<file path="config.mk">
export PLATFORM = sky130hd
export DESIGN_NAME = triangle_setup
export DESIGN_NICKNAME = d
export VERILOG_FILES = /design/src/rtl/gpu_pkg.sv /design/src/rtl/setup_mul16.sv /design/src/rtl/triangle_setup.sv
export SDC_FILE = /design/constraint.sdc
export NUM_CORES = 2
export LEC_CHECK = 0
export BUFFER_PORTS_ARGS = -buffer_cell sky130_fd_sc_hd__buf_2
export CAP_MARGIN = 5
export CELL_PAD_IN_SITES_DETAIL_PLACEMENT = 2
export CELL_PAD_IN_SITES_GLOBAL_PLACEMENT = 2
export CORE_ASPECT_RATIO = 2
export CORE_MARGIN = 2
export CORE_UTILIZATION = 41
export CTS_BUF_LIST = sky130_fd_sc_hd__clkbuf_16
export CTS_CLUSTER_SIZE = 30
export DETAILED_ROUTE_END_ITERATION = 8
export GPL_TIMING_DRIVEN = 0
export PLACE_DENSITY_LB_ADDON = 0.08
export SLEW_MARGIN = 20
export SYNTH_ARGS = -nofsm -noshare
export SYNTH_HDL_FRONTEND = slang
export SYNTH_SLANG_ARGS = --single-unit
</file>
<file path="constraint.sdc">
create_clock -name clk -period 13 [get_ports clk]
set_clock_uncertainty 0.15 [all_clocks]
set_input_delay 1.3 -clock clk [delete_from_list [all_inputs] [get_ports clk]]
set_output_delay 1.3 -clock clk [all_outputs]
set_load 0.1 [all_outputs]
</file>
<file path="src/rtl/gpu_pkg.sv">
`default_nettype none
// ============================================================================
// Module   : gpu_pkg
// Purpose  : Shared types, screen defaults and small helpers for triangle setup.
// Revision : 1.0 - initial release
// ============================================================================
package gpu_pkg;

  localparam int SCREEN_W_DEFAULT = 640;
  localparam int SCREEN_H_DEFAULT = 480;
  localparam logic [2:0] MUL_LAST = 3'd5;

  typedef struct packed {
    logic [16:0] a;
    logic [16:0] b;
    logic [32:0] c;
  } edge_coef_t;

  typedef struct packed {
    logic [9:0] min_x;
    logic [9:0] max_x;
    logic [9:0] min_y;
    logic [9:0] max_y;
  } bbox_t;

  typedef enum logic [2:0] {
    ST_IDLE = 3'd0,
    ST_LOAD = 3'd1,
    ST_MUL  = 3'd2,
    ST_BBOX = 3'd3,
    ST_EMIT = 3'd4
  } state_t;

  function automatic logic [11:0] min3(input logic [11:0] a, input logic [11:0] b,
                                       input logic [11:0] c);
    logic [11:0] m;
    m = (a < b) ? a : b;
    return (c < m) ? c : m;
  endfunction

  function automatic logic [11:0] max3(input logic [11:0] a, input logic [11:0] b,
                                       input logic [11:0] c);
    logic [11:0] m;
    m = (a > b) ? a : b;
    return (c > m) ? c : m;
  endfunction

  function automatic logic [9:0] clamp10(input logic [11:0] v, input logic [11:0] lim);
    logic [11:0] r;
    r = (v > lim) ? lim : v;
    return r[9:0];
  endfunction

  function automatic logic [16:0] sub17(input logic [15:0] a, input logic [15:0] b);
    return {1'b0, a} - {1'b0, b};
  endfunction

  function automatic logic [32:0] sub33(input logic [31:0] a, input logic [31:0] b);
    return {1'b0, a} - {1'b0, b};
  endfunction

  // Product k is x[pair[3:2]] * y[pair[1:0]]; even/odd pairs form one edge's C.
  function automatic logic [3:0] prod_pair(input logic [2:0] k);
    case (k)
      3'd0:    return {2'd0, 2'd1};
      3'd1:    return {2'd1, 2'd0};
      3'd2:    return {2'd1, 2'd2};
      3'd3:    return {2'd2, 2'd1};
      3'd4:    return {2'd2, 2'd0};
      3'd5:    return {2'd0, 2'd2};
      default: return {2'd0, 2'd0};
    endcase
  endfunction

endpackage
`default_nettype wire

</file>
<file path="src/rtl/setup_mul16.sv">
`default_nettype none
// ============================================================================
// Module   : setup_mul16
// Purpose  : Registered 16x16 unsigned multiplier, one cycle of latency.
// Revision : 1.0 - initial release
// ============================================================================
module setup_mul16 (
  input  logic        clk,
  input  logic        rst_n,
  input  logic [15:0] a,
  input  logic [15:0] b,
  output logic [31:0] p
);

  always_ff @(posedge clk or negedge rst_n) begin
    if (!rst_n) p <= '0;
    else        p <= a * b;
  end

endmodule
`default_nettype wire

</file>
<file path="src/rtl/triangle_setup.sv">
`default_nettype none
// ============================================================================
// Module   : triangle_setup
// Purpose  : Edge-function coefficients and clamped bbox per triangle, with a
//            one-entry input skid buffer and a shared multiplier.
// Revision : 1.0 - initial release
// ============================================================================
module triangle_setup
  import gpu_pkg::*;
#(
  parameter int SCREEN_W = SCREEN_W_DEFAULT,
  parameter int SCREEN_H = SCREEN_H_DEFAULT
) (
  input  logic             clk,
  input  logic             rst_n,
  input  logic             tri_valid,
  input  logic [2:0][15:0] tri_x,
  input  logic [2:0][15:0] tri_y,
  input  logic [2:0][24:0] tri_z,
  input  logic [2:0][31:0] tri_color,
  input  logic [15:0]      tri_inv_area,
  output logic             setup_valid,
  input  logic             setup_ready,
  output logic [2:0][16:0] edge_a,
  output logic [2:0][16:0] edge_b,
  output logic [2:0][32:0] edge_c,
  output logic [9:0]       bbox_min_x,
  output logic [9:0]       bbox_max_x,
  output logic [9:0]       bbox_min_y,
  output logic [9:0]       bbox_max_y,
  output logic [2:0][24:0] out_z,
  output logic [2:0][31:0] out_color,
  output logic [15:0]      out_inv_area,
  output logic             busy,
  output logic             overflow,
  input  logic             overflow_clr
);

  localparam logic [11:0] MAX_X = 12'(SCREEN_W - 1);
  localparam logic [11:0] MAX_Y = 12'(SCREEN_H - 1);

  state_t state, state_nxt;

  logic             buf_full;
  logic             buf_free;
  logic [2:0][15:0] buf_x, buf_y;
  logic [2:0][24:0] buf_z;
  logic [2:0][31:0] buf_color;
  logic [15:0]      buf_inv;

  logic [2:0][15:0] wx, wy;
  logic [2:0]       cnt;
  logic [4:0][31:0] prod;
  edge_coef_t [2:0] coef;
  bbox_t            bbox;
  logic [11:0]      raw_min_x, raw_max_x, raw_min_y, raw_max_y;
  logic             cull;

  logic [2:0]  mul_idx;
  logic [3:0]  pair;
  logic [15:0] mul_a, mul_b;
  logic [31:0] mul_p;

  // The buffer drains on the IDLE->LOAD edge, so a new pulse that edge is kept.
  assign buf_free = (state == ST_IDLE) && buf_full;
  assign cull     = (raw_min_x > MAX_X) || (raw_min_y > MAX_Y);

  always_ff @(posedge clk or negedge rst_n) begin
    if (!rst_n) begin
      buf_full  <= 1'b0;
      buf_x     <= '0;
      buf_y     <= '0;
      buf_z     <= '0;
      buf_color <= '0;
      buf_inv   <= '0;
      overflow  <= 1'b0;
    end else begin
      if (tri_valid && (!buf_full || buf_free)) begin
        buf_full  <= 1'b1;
        buf_x     <= tri_x;
        buf_y     <= tri_y;
        buf_z     <= tri_z;
        buf_color <= tri_color;
        buf_inv   <= tri_inv_area;
      end else if (buf_free) begin
        buf_full <= 1'b0;
      end
      if (tri_valid && buf_full && !buf_free) overflow <= 1'b1;
      else if (overflow_clr)                  overflow <= 1'b0;
    end
  end

  always_ff @(posedge clk or negedge rst_n) begin
    if (!rst_n) state <= ST_IDLE;
    else        state <= state_nxt;
  end

  always_comb begin
    state_nxt = state;
    case (state)
      ST_IDLE: if (buf_full) state_nxt = ST_LOAD;
      ST_LOAD: state_nxt = ST_MUL;
      ST_MUL:  if (cnt == MUL_LAST) state_nxt = ST_BBOX;
      ST_BBOX: state_nxt = cull ? ST_IDLE : ST_EMIT;
      ST_EMIT: if (setup_ready) state_nxt = ST_IDLE;
      default: state_nxt = ST_IDLE;
    endcase
  end

  always_comb begin
    setup_valid = (state == ST_EMIT);
    busy        = buf_full || (state != ST_IDLE);
  end

  // Product k is issued one cycle ahead of the MUL slot that stores it.
  always_comb begin
    mul_idx = (state == ST_LOAD) ? 3'd0 : cnt + 3'd1;
    pair    = prod_pair(mul_idx);
    mul_a   = wx[pair[3:2]];
    mul_b   = wy[pair[1:0]];
  end

  setup_mul16 u_mul (
    .clk   (clk),
    .rst_n (rst_n),
    .a     (mul_a),
    .b     (mul_b),
    .p     (mul_p)
  );

  always_ff @(posedge clk or negedge rst_n) begin
    if (!rst_n) begin
      wx           <= '0;
      wy           <= '0;
      cnt          <= '0;
      prod         <= '0;
      coef         <= '0;
      bbox         <= '0;
      raw_min_x    <= '0;
      raw_max_x    <= '0;
      raw_min_y    <= '0;
      raw_max_y    <= '0;
      out_z        <= '0;
      out_color    <= '0;
      out_inv_area <= '0;
    end else begin
      if (buf_free) begin
        wx           <= buf_x;
        wy           <= buf_y;
        out_z        <= buf_z;
        out_color    <= buf_color;
        out_inv_area <= buf_inv;
      end
      case (state)
        ST_LOAD: begin
          cnt       <= '0;
          coef[0].a <= sub17(wy[0], wy[1]);
          coef[0].b <= sub17(wx[1], wx[0]);
          coef[1].a <= sub17(wy[1], wy[2]);
          coef[1].b <= sub17(wx[2], wx[1]);
          coef[2].a <= sub17(wy[2], wy[0]);
          coef[2].b <= sub17(wx[0], wx[2]);
          raw_min_x <= min3(wx[0][15:4], wx[1][15:4], wx[2][15:4]);
          raw_max_x <= max3(wx[0][15:4], wx[1][15:4], wx[2][15:4]);
          raw_min_y <= min3(wy[0][15:4], wy[1][15:4], wy[2][15:4]);
          raw_max_y <= max3(wy[0][15:4], wy[1][15:4], wy[2][15:4]);
        end
        ST_MUL: begin
          cnt <= cnt + 3'd1;
          if (cnt == MUL_LAST) begin
            coef[0].c <= sub33(prod[0], prod[1]);
            coef[1].c <= sub33(prod[2], prod[3]);
            coef[2].c <= sub33(prod[4], mul_p);
          end else begin
            prod[cnt] <= mul_p;
          end
        end
        ST_BBOX: begin
          bbox.min_x <= raw_min_x[9:0];
          bbox.max_x <= clamp10(raw_max_x, MAX_X);
          bbox.min_y <= raw_min_y[9:0];
          bbox.max_y <= clamp10(raw_max_y, MAX_Y);
        end
        default: ;
      endcase
    end
  end

  for (genvar i = 0; i < 3; i++) begin : g_edge
    assign edge_a[i] = coef[i].a;
    assign edge_b[i] = coef[i].b;
    assign edge_c[i] = coef[i].c;
  end

  assign bbox_min_x = bbox.min_x;
  assign bbox_max_x = bbox.max_x;
  assign bbox_min_y = bbox.min_y;
  assign bbox_max_y = bbox.max_y;

endmodule
`default_nettype wire
</file>
==> metrics.md <==
| Metric | Value |
|---|---|
| Largest net degree at the start of global routing | 137 |
| Initial antenna violation count | 36 |
| Final TNS setup | 0 ns |
| DRC | 0 |
| Worst-Skew Late Latency | 0.77 ns |
| Hold-fix buffers at CTS | 0 |
| DPL Wire Length | 203000 um |
| Most used cell, CP | fa_1 |
| Non-Filler Instances | 8461 |
| Critical-path maximum fanout | 10 |
| First-pass GRT wire length | between 300000 and 400000 um |
| Critical Path Max Stage Delay | roughly 0.77 ns |
| Drt total wl | about 250000 um |
| Fin crit period | 10.66 ns |
| Gr ovfl total | 0 |
| DR pass1 iterations | 7 |
| Synth cell types | 84 |
| Post-CTS Setup Repair Bufs | 0 |
| Startpoint Class | flip-flop |
| Share of cells above drive strength 1 | 0.225 |
| Syn Area/Cell | 10.3 um^2 |
| Syn nets | 6483 |
| Slowest-stage cell, CP | o21ai_0 |
| HP Class | in2async |
| Cts repair resizes | 0 |
| CTS Buffer Depth | 3 |
| FMAX | 93.8 MHz |
| Post-DRT Antenna Nets | 0 |
| Vias after detailed routing | 47300 |
| CTS tree | yes |
| Max_cap viols | 0 |
| Top-area cell type share of the netlist area | 0.453 |
| Core footprint | 141000 um^2 |
| CTS Buf Count | roughly 100 |
| Main synth FF type | dfrtp_1 |
| Routed WL per cell | roughly 30 um |
| Initial DRC Count | about 2100 |
| Reg2Reg Launch Point | cnt[1]$_DFFE_PN0P_ |
| Synth top cells by count | dfrtp_1, nand2_1, o21ai_0 |
| Kind of cell adding the most delay to the critical path | adder cells |
| Syn. warnings | 0 |
| Crit end category | flip-flop |
| Gr usage total | 0.345 |
| RSZ-0062 raised after global routing | false |
| Area growth syn-to-layout | 16.6% |
| Post-DR vias/cell | 5.59 |
| Total Nets Final | 7315 |
| Final setup fails | 0 |
| Row count | 195 |
| Fin. max-slew vios | 0 |
| Reg-to-Reg End | u_mul.p[31]$_DFF_PN0_ |
| H-tree depth | 3 |
| Critical path destination | u_mul.p[31]$_DFF_PN0_ |
| Starting density of the core | 0.413 |
| Worst EP required | around 13 ns |
| Setup crit start | cnt[1]$_DFFE_PN0P_ |
| Clk sinks | 1055 |
| Fin. Hold Viols | 0 |
| Fillers | 15000 |
| I/O Pins | 719 |
| Post-Place Cells | 8235 |
| Clock Tree Root | clkbuf_16 |
| Vias in the first global route | 55700 |
| RePlAce Congestion | 0.978 |
| Yosys reg bits | 1055 |
| Mapped Area | between 50000 and 60000 um^2 |
| Die span in x | 271 um |
| Seq. cell area | 26400 um^2 |
| Worst Path Arrival | around 11 ns |
| Worst slew pin tran | 1.25 ns |
| Crit path kind | reg2reg |
| Cell with the most instances after synthesis | dfrtp_1 |
| Die Height | 537 um |
| Post-Syn Instances | around 5600 |
| Top cells by area, synth | dfrtp_1, mux2_2, ha_1 |
| Worst Path Buf+Inv | 5 |
| CP Depth | 28 |
| Asr flop ratio synth | 1.00 |
| Max_slew headroom | 0.166 |
| R2R depth | 28 |
| Area of the multi-input gates | around 29000 um^2 |
| Tcrit/Tclk final | 0.820 |
| Die ar. | between 100000 and 150000 um^2 |
| Sequential area share after synthesis | 0.453 |
| Post-synth EDFFs | 0 |
| R2R Setup Slk | 2.34 ns |
| I/O Buffers | 718 |
| Cell taking the most area after synthesis | dfrtp_1 |
| Status | completed |
| Reg clk slew, reported paths | around 0.070 ns |
## layout by cell type (no fill, tap or decap), types with 12 or more instances in the layout
cell type	count
dfrtp_1	1055
nand2_1	757
buf_2	741
o21ai_0	520
inv_1	512
mux2_2	512
ha_1	356
nor2_1	347
a21oi_1	246
fa_1	203
clkbuf_1	175
clkbuf_16	101
xor2_1	92
a21o_1	92
nor3_1	76
xnor2_1	74
nand3_1	52
mux2i_1	41
diode_2	38
o21a_1	38
nor2b_1	34
o31ai_1	30
nand2b_1	29
a211oi_1	27
o21bai_1	23
nand4_1	23
a21oi_2	20
and3_1	20
o21ai_1	19
clkinv_1	19
clkinv_2	19
o22a_1	17
buf_1	16
and2_1	16
a31oi_1	16
or3_1	16
o211ai_1	13
a21boi_0	12
a221o_1	12
## cells by family after synthesis
| family | Yosys count | share of synthesized area |
|---|---|---|
| adder cells (fa/ha/maj) | 559 | 0.146 |
| flip-flops | 1055 | 0.453 |
| AO/OA/AOI/OAI | 1170 | 0.120 |
| buffers and inverters | 717 | 0.0468 |
| AND/OR/NAND/NOR | 1416 | 0.103 |
| multiplexers | 553 | 0.106 |
| XOR/XNOR | 166 | 0.0250 |
## state kept, by name, summed over array words and instances, names as in the netlist, 12 cells and up
name and cells:
raw_max_y 12, edge_a 51, prod 160, out_z 75, out_color 96, edge_b 51
u_mul.p 32, buf_color 96, raw_min_x 12, buf_x 48, out_inv_area 16, buf_z 75
edge_c 99, raw_max_x 12, buf_y 48, wy 48, wx 48, buf_inv 16
raw_min_y 12
## cell type report
class,instances,share of cell area
Timing Repair Buffer,729,0.0571
Tap cell,1871,0.0345
Sequential cell,1055,0.389
Clock inverter,86,0.0109
Buffer,226,0.0132
Inverter,491,0.0271
Multi-Input combinational cell,3864,0.430
Clock buffer,101,0.0372
Antenna cell,38,0.00140
## worst reg2reg max path: cells and delay by family, from the launching register on
kind	cells	cell delay (ns)
XOR/XNOR	1	0.41
adder cells (fa/ha/maj)	8	3.64
AND/OR/NAND/NOR	6	1.02
AO/OA/AOI/OAI	8	3.44
flip-flops	1	0.43
buffers and inverters	5	1.41
## stage by stage
step | util | hold WS [ns] | setup slack [ns] | cell area, um^2
final | 0.482 | 0.228 | 2.34 | 67900
after global routing | 0.481 | 0.220 | 2.00 | 67900
after CTS | 0.481 | 0.209 | 2.21 | 67800
after detailed placement | 0.458 | 0.309 | 2.24 | 64500
after global placement | 0.455 | 0.300 | -12.81 | 64200
after floorplan | - | 0.285 | 5.30 | 58200
## layer usage
layer  part of all wire  GRT usage  up-vias
li1                   -          -    20700
met1               0.31      0.304    24500
met2               0.55      0.671     1343
met3              0.038     0.0525      743
met4               0.10      0.298       12
met5            0.00035          0        -
## how the worst min path moves through the flow
| stage | start | end | slack (ns) | cells after the start |
|---|---|---|---|---|
| 2_1_floorplan | raw_min_x[0]$_DFFE_PN0P_ | bbox_min_x[0]$_DFFE_PN0P_ | 0.28 | 2 |
| 3_3_place_gp | edge_c[15]$_DFFE_PN0P_ | edge_c[15]$_DFFE_PN0P_ | 0.30 | 2 |
| 6_report | rst_n | out_color[79]$_DFFE_PN0P_ | 0.23 | 1 |
| 5_1_grt | rst_n | out_color[79]$_DFFE_PN0P_ | 0.22 | 1 |
| 3_5_place_dp | edge_a[16]$_DFFE_PN0P_ | edge_a[16]$_DFFE_PN0P_ | 0.31 | 2 |
| 4_1_cts | rst_n | out_color[79]$_DFFE_PN0P_ | 0.21 | 1 |
Power is left out: the tool's default activity adds up to more than one toggle a clock period on the data nets, which glitch-free logic cannot reach.
